[src/rtl/chimp_grid_engine.sv]
// Chimp-test board engine: clears the board, scatters tiles 1..cnt,
// checks in-order clicks and serves a registered read port to the renderer.
module chimp_grid_engine #(
    parameter int GRID_W    = 8,
    parameter int GRID_H    = 8,
    parameter int NUM_W     = 5,
    parameter int RAND_W    = 8,
    parameter int RETRY_MAX = 15,
    localparam int XW = $clog2(GRID_W),
    localparam int YW = $clog2(GRID_H)
) (
    input  logic              clk,
    input  logic              iResetn,
    input  logic              iStart,
    input  logic [NUM_W-1:0]  iCount,
    input  logic [RAND_W-1:0] iRandNum,
    input  logic              iClickValid,
    input  logic [XW-1:0]     iClickX,
    input  logic [YW-1:0]     iClickY,
    input  logic [XW-1:0]     iRdX,
    input  logic [YW-1:0]     iRdY,
    output logic              oRdActive,
    output logic              oRdShown,
    output logic [NUM_W-1:0]  oRdNum,
    output logic              oBusy,
    output logic [2:0]        oState,
    output logic [NUM_W-1:0]  oNextNum,
    output logic              oCorrect,
    output logic              oWrong,
    output logic              oWon,
    output logic              oLost
);

    localparam int NC   = GRID_W * GRID_H;
    localparam int IW   = $clog2(NC);
    localparam int NMAX = (1 << NUM_W) - 1;
    localparam int CMAX = (NC < NMAX) ? NC : NMAX;
    localparam int RTW  = $clog2(RETRY_MAX + 1);

    typedef enum logic [2:0] {
        S_IDLE   = 3'd0,
        S_CLEAR  = 3'd1,
        S_LOAD   = 3'd2,
        S_SHOW   = 3'd3,
        S_HIDDEN = 3'd4,
        S_WON    = 3'd5,
        S_LOST   = 3'd6
    } state_t;

    state_t           state_q, state_d;
    logic             act_q [NC];
    logic [NUM_W-1:0] num_q [NC];
    logic [NUM_W-1:0] cnt_q, next_q, tile_q;
    logic [RTW-1:0]   retry_q;
    logic [IW-1:0]    clr_q;
    logic             correct_q, wrong_q;
    logic             rd_act_q, rd_shown_q;
    logic [NUM_W-1:0] rd_num_q;

    logic [XW-1:0]    draw_x;
    logic [YW-1:0]    draw_y;
    logic [IW-1:0]    draw_idx, free_idx, place_idx, click_idx, rd_idx;
    logic             draw_ok, click_in, click_hit, rd_in;
    logic             place, click_good, click_bad;
    logic [NUM_W-1:0] click_num;
    logic             unused_rand;

    function automatic logic [IW-1:0] cell_idx(input logic [XW-1:0] x,
                                               input logic [YW-1:0] y);
        return IW'(int'(y) * GRID_W + int'(x));
    endfunction

    function automatic logic [NUM_W-1:0] clamp_cnt(input logic [NUM_W-1:0] c);
        if (c == '0)
            return NUM_W'(1);
        if (int'(c) > CMAX)
            return NUM_W'(CMAX);
        return c;
    endfunction

    assign unused_rand = ^{1'b0, iRandNum};

    assign draw_x   = iRandNum[XW-1:0];
    assign draw_y   = iRandNum[XW+YW-1:XW];
    assign draw_idx = cell_idx(draw_x, draw_y);
    assign draw_ok  = (int'(draw_x) < GRID_W) && (int'(draw_y) < GRID_H)
                      && !act_q[draw_idx];

    assign click_idx = cell_idx(iClickX, iClickY);
    assign click_in  = (int'(iClickX) < GRID_W) && (int'(iClickY) < GRID_H);
    assign click_hit = iClickValid && click_in && act_q[click_idx];
    assign click_num = num_q[click_idx];

    assign rd_idx = cell_idx(iRdX, iRdY);
    assign rd_in  = (int'(iRdX) < GRID_W) && (int'(iRdY) < GRID_H);

    // Lowest-index free cell, used when random draws keep missing
    always_comb begin
        free_idx = '0;
        for (int i = NC - 1; i >= 0; i--)
            if (!act_q[i])
                free_idx = IW'(i);
    end

    // Next-state decode plus placement and click decisions
    always_comb begin
        state_d    = state_q;
        place      = 1'b0;
        place_idx  = draw_idx;
        click_good = 1'b0;
        click_bad  = 1'b0;
        if (iStart) begin
            state_d = S_CLEAR;
        end else begin
            unique case (state_q)
                S_CLEAR: begin
                    if (clr_q == IW'(NC - 1))
                        state_d = S_LOAD;
                end
                S_LOAD: begin
                    if (draw_ok) begin
                        place = 1'b1;
                    end else if (retry_q == RTW'(RETRY_MAX - 1)) begin
                        place     = 1'b1;
                        place_idx = free_idx;
                    end
                    if (place && tile_q == cnt_q)
                        state_d = S_SHOW;
                end
                S_SHOW, S_HIDDEN: begin
                    if (click_hit) begin
                        if (click_num == next_q) begin
                            click_good = 1'b1;
                            state_d = (click_num == cnt_q) ? S_WON : S_HIDDEN;
                        end else begin
                            click_bad = 1'b1;
                            state_d   = S_LOST;
                        end
                    end
                end
                default: ;
            endcase
        end
    end

    // State register
    always_ff @(posedge clk or negedge iResetn) begin
        if (!iResetn)
            state_q <= S_IDLE;
        else
            state_q <= state_d;
    end

    // Board storage, round counters, click pulses and read port
    always_ff @(posedge clk or negedge iResetn) begin
        if (!iResetn) begin
            for (int i = 0; i < NC; i++) begin
                act_q[i] <= 1'b0;
                num_q[i] <= '0;
            end
            cnt_q      <= '0;
            next_q     <= NUM_W'(1);
            tile_q     <= NUM_W'(1);
            retry_q    <= '0;
            clr_q      <= '0;
            correct_q  <= 1'b0;
            wrong_q    <= 1'b0;
            rd_act_q   <= 1'b0;
            rd_shown_q <= 1'b0;
            rd_num_q   <= '0;
        end else begin
            correct_q  <= click_good;
            wrong_q    <= click_bad;
            rd_act_q   <= rd_in && act_q[rd_idx];
            rd_shown_q <= rd_in && act_q[rd_idx]
                          && (state_q == S_SHOW || state_q == S_LOST);
            rd_num_q   <= rd_in ? num_q[rd_idx] : '0;
            if (iStart) begin
                cnt_q   <= clamp_cnt(iCount);
                next_q  <= NUM_W'(1);
                tile_q  <= NUM_W'(1);
                retry_q <= '0;
                clr_q   <= '0;
            end else begin
                if (state_q == S_CLEAR) begin
                    act_q[clr_q] <= 1'b0;
                    num_q[clr_q] <= '0;
                    clr_q        <= clr_q + 1'b1;
                end
                if (state_q == S_LOAD) begin
                    if (place) begin
                        act_q[place_idx] <= 1'b1;
                        num_q[place_idx] <= tile_q;
                        tile_q           <= tile_q + 1'b1;
                        retry_q          <= '0;
                    end else begin
                        retry_q <= retry_q + 1'b1;
                    end
                end
                if (click_good) begin
                    act_q[click_idx] <= 1'b0;
                    next_q           <= next_q + 1'b1;
                end
            end
        end
    end

    assign oRdActive = rd_act_q;
    assign oRdShown  = rd_shown_q;
    assign oRdNum    = rd_num_q;
    assign oBusy     = (state_q == S_CLEAR) || (state_q == S_LOAD);
    assign oState    = state_q;
    assign oNextNum  = next_q;
    assign oCorrect  = correct_q;
    assign oWrong    = wrong_q;
    assign oWon      = (state_q == S_WON);
    assign oLost     = (state_q == S_LOST);

endmodule

[config.mk]
export PLATFORM = sky130hd
export DESIGN_NAME = chimp_grid_engine
export DESIGN_NICKNAME = d
export VERILOG_FILES = /design/src/rtl/chimp_grid_engine.sv
export SDC_FILE = /design/constraint.sdc
export NUM_CORES = 2
export LEC_CHECK = 0
export CORE_UTILIZATION = 46
export DETAILED_ROUTE_END_ITERATION = 8
export HOLD_SLACK_MARGIN = 0.02
export PLACE_DENSITY_LB_ADDON = 0.08
export SETUP_SLACK_MARGIN = 0.5
export SLEW_MARGIN = 20
export SYNTH_ARGS = -nofsm -noshare
export SYNTH_HDL_FRONTEND = slang
export SYNTH_SLANG_ARGS = --single-unit
[constraint.sdc]
create_clock -name clk -period 4.6 [get_ports clk]
set_input_delay 0.92 -clock clk [delete_from_list [all_inputs] [get_ports clk]]
set_output_delay 0.92 -clock clk [all_outputs]
set_load 0.02 [all_outputs]
==> flow_summary.json <==
{
  "clock_latency_ps": 620,
  "synth-async-reset-ratio": 1.00,
  "sequentialPowerShare": 0.404,
  "fill_cells": 4957,
  "wl_mm": 126,
  "worstPathArrival_ps": 4590,
  "die_w_um": 242,
  "synth_area_um2": 26500,
  "syn-num-nets": 2608,
  "fin_nets": 2892,
  "crit_top_cell": "buf_4",
  "yosys_warnings": 0,
  "drive_above_1_share": 0.268,
  "p_comb_frac": 0.176,
  "cpPeakStageDelay_ps": 530,
  "cts_root_buf": "clkbuf_16",
  "setup-violations-final": 0,
  "antenna_found_initial": 7,
  "vias_per_cell": 7.14,
  "path_delay_family": "buffers and inverters",
  "clkSlewWorstSetupHoldPaths_ps": 70,
  "skew_ps": 22.2,
  "ctsLongestPathBuffers": 3,
  "seq_area_frac_synth": 0.398,
  "yosysUniqueCellTypes": 77,
  "fin_cells": 3655,
  "vias": 26099,
  "placed_cells": 3558,
  "hold_slack_ps": 353,
  "cts-buffers-inserted": 48,
  "dr.first_iter.drc_count": 3849,
  "leakagePower_nw": 14.1,
  "gp_congestion": 1.07,
  "hpwl_mm": 93.9,
  "max_freq_ghz": 0.243,
  "cts_max_level": 2,
  "synth_edf_count": 0,
  "portBuffers": 46,
  "synth-main-ff-cell": "dfrtp_1",
  "hold_path_class": "in2async",
  "intPower_mw": 6.84,
  "grtUsageTotal": 0.427,
  "initial_utilization": 0.468,
  "ant_nets": 0,
  "crit_type": "in2reg",
  "worst_setup_path_end_kind": "flop",
  "dr.pass1.iters": 8,
  "drv_slew": 0,
  "dieArea_um2": 58600,
  "slew_headroom": 0.186,
  "num_rows": 87,
  "grt-ovfl-total": 0,
  "finalSetupTns_ps": 0,
  "critPathMaxFanout": 31,
  "final_common_cell": "dfrtp_1",
  "switching_power_mw": 2.95,
  "min_period_ps": 4120,
  "die_h_um": 242,
  "num_io_pins": 49,
  "cts_tree": "built",
  "synth-seq-cells": 421,
  "hold_violations": 0,
  "crit_path_top_delay_cell": "or4_4",
  "worst_pin_slew_ps": 1220,
  "status": "completed",
  "grt_pass1_vias": 24892,
  "critPathRequiredTime_ps": 5080,
  "p_per_area_nw_per_um2": 302,
  "crit_buf_inv": 8,
  "post-route-drc-count": 0,
  "maxCapViolCount": 0,
  "core_um2": 56600,
  "dp_slack_ps": -815,
  "cp-start-kind": "primary input",
  "wl_per_cell_um": 34.5,
  "totalPowerFinal_mw": 9.79,
  "grt_max_degree": 103,
  "p_clk_frac": 0.420,
  "synthCells": 2574,
  "rsz0062_at_grt": "true",
  "mostFrequentLayoutCells": "dfrtp_1, nand2_1, buf_4",
  "stdcell_area_um2": 32400,
  "ir_drop_uv": 275,
  "timing.final.ws_setup_ps": 485,
  "synthToLayoutAreaGrowth_pct": 22.4,
  "postLayoutCoreUtil": 0.573,
  "grt_pass1_wl_mm": 181,
  "p_sw_frac": 0.301,
  "timing.final.crit_share": 0.895,
  "avgSynthCellArea_um2": 10.3,
  "cp_cell_sequence": "buf_4 > buf_4 > buf_8 > nor2_1 > buf_4 > buf_4 > a22o_1 > a222oi_1 > o22ai_1 > buf_4 > nor4_2 > buf_4 > xnor2_1 > nor2_2 > nand2_2 > buf_12 > or4_4 > a221o_1",
  "placed_area_um2": 30500,
  "clkSinkCount": 421
}
worst reg2reg max path: cells and delay by family, from the launching register on:
family                 cells  cell delay (ps)
and+or+nand+nor            2              460
DFF                        1              590
buffers and inverters      2              390
AOI/OAI and AO/OA          8             2430
Yosys cell counts, types with 26 or more instances:
library cell,number,area (um^2)
dfrtp_1,419,10500
nand2_1,396,1490
mux2i_1,221,2210
o21ai_0,171,856
mux4_2,160,3600
clkbuf_1,154,578
nor2_1,101,379
a22o_1,86,753
nand3_1,80,400
a21oi_1,60,300
nor4_1,52,325
a22oi_1,46,345
mux2_2,46,518
a221oi_1,44,385
nand4_1,30,188
and2_1,29,181
buf_1,29,109
buf_2,28,140
nor3_1,28,140
a221o_1,26,260
registers in the layout, summed over array words and instances (netlist names), 3 cells and up:
register  cells
cnt_q         5
num_q       320
oState        3
oRdNum        5
tile_q        5
oNextNum      5
clr_q         6
retry_q       4
act_q        64
power by group through the flow:
stage                     combinational [mW]  sequential [mW]  clock (mW)
after floorplan                        0.823             3.97           0
after global placement                  1.62             4.01           0
after detailed placement                1.64             4.01           0
after CTS                               1.65             3.95        4.14
after global routing                    1.79             3.96        4.28
final                                   1.72             3.96        4.11
layout make-up:
class,count,area (um^2),area share
flip-flops and latches,421,10500,0.325
well taps,756,946,0.0292
repair buffers,460,4100,0.127
clock inverters,27,332,0.0102
diodes,2,5.00,0.000154
clock buffers,62,1330,0.0411
multi-input cells,1896,15100,0.464
inverters,31,116,0.00359
per-layer routing:
layer,share of wire,routed length [um],GRT usage
met3,0.13,15900,0.121
met1,0.39,48800,0.579
met2,0.42,52800,0.613
met5,0.00055,70,0.00163
met4,0.068,8590,0.242
path summary, 6_finish.rpt:
check                                            start                     end  slack [ps]  cells past startpoint
worst max-delay path                        iClickX[2]   act_q[61]$_DFFE_PN0N_         480                     18
worst min-delay path                           iResetn  retry_q[0]$_DFFE_PN0P_         350                      1
worst max register to register    act_q[6]$_DFFE_PN0N_  num_q[135]$_DFFE_PN0N_         630                     12
worst min register to register  retry_q[3]$_DFFE_PN0P_  retry_q[3]$_DFFE_PN0P_         510                      1
max in group asynchronous                      iResetn    num_q[3]$_DFFE_PN0N_        3200                      2
min in group clk                retry_q[3]$_DFFE_PN0P_  retry_q[3]$_DFFE_PN0P_         510                      1
cells by family (layout without fill, tap and decap cells):
group,count (synthesis),in the layout,share of synthesized area
DFF,421,421,0.398
AOI/OAI and AO/OA,619,619,0.165
other,0,2,0
adders and majority gates,5,5,0.00236
buffers and inverters,257,580,0.0408
muxes,429,429,0.240
and+or+nand+nor,819,819,0.146
xor gates and xnor gates,24,24,0.00793
what timing repair did:
item,CTS,global route
pin swaps,2,16
gates cloned,0,0
buffers inserted,0,6
endpoints found under the setup margin,221,321
hold buffers,0,0
resized for setup,26,34
(Power assumes the default switching activity.)
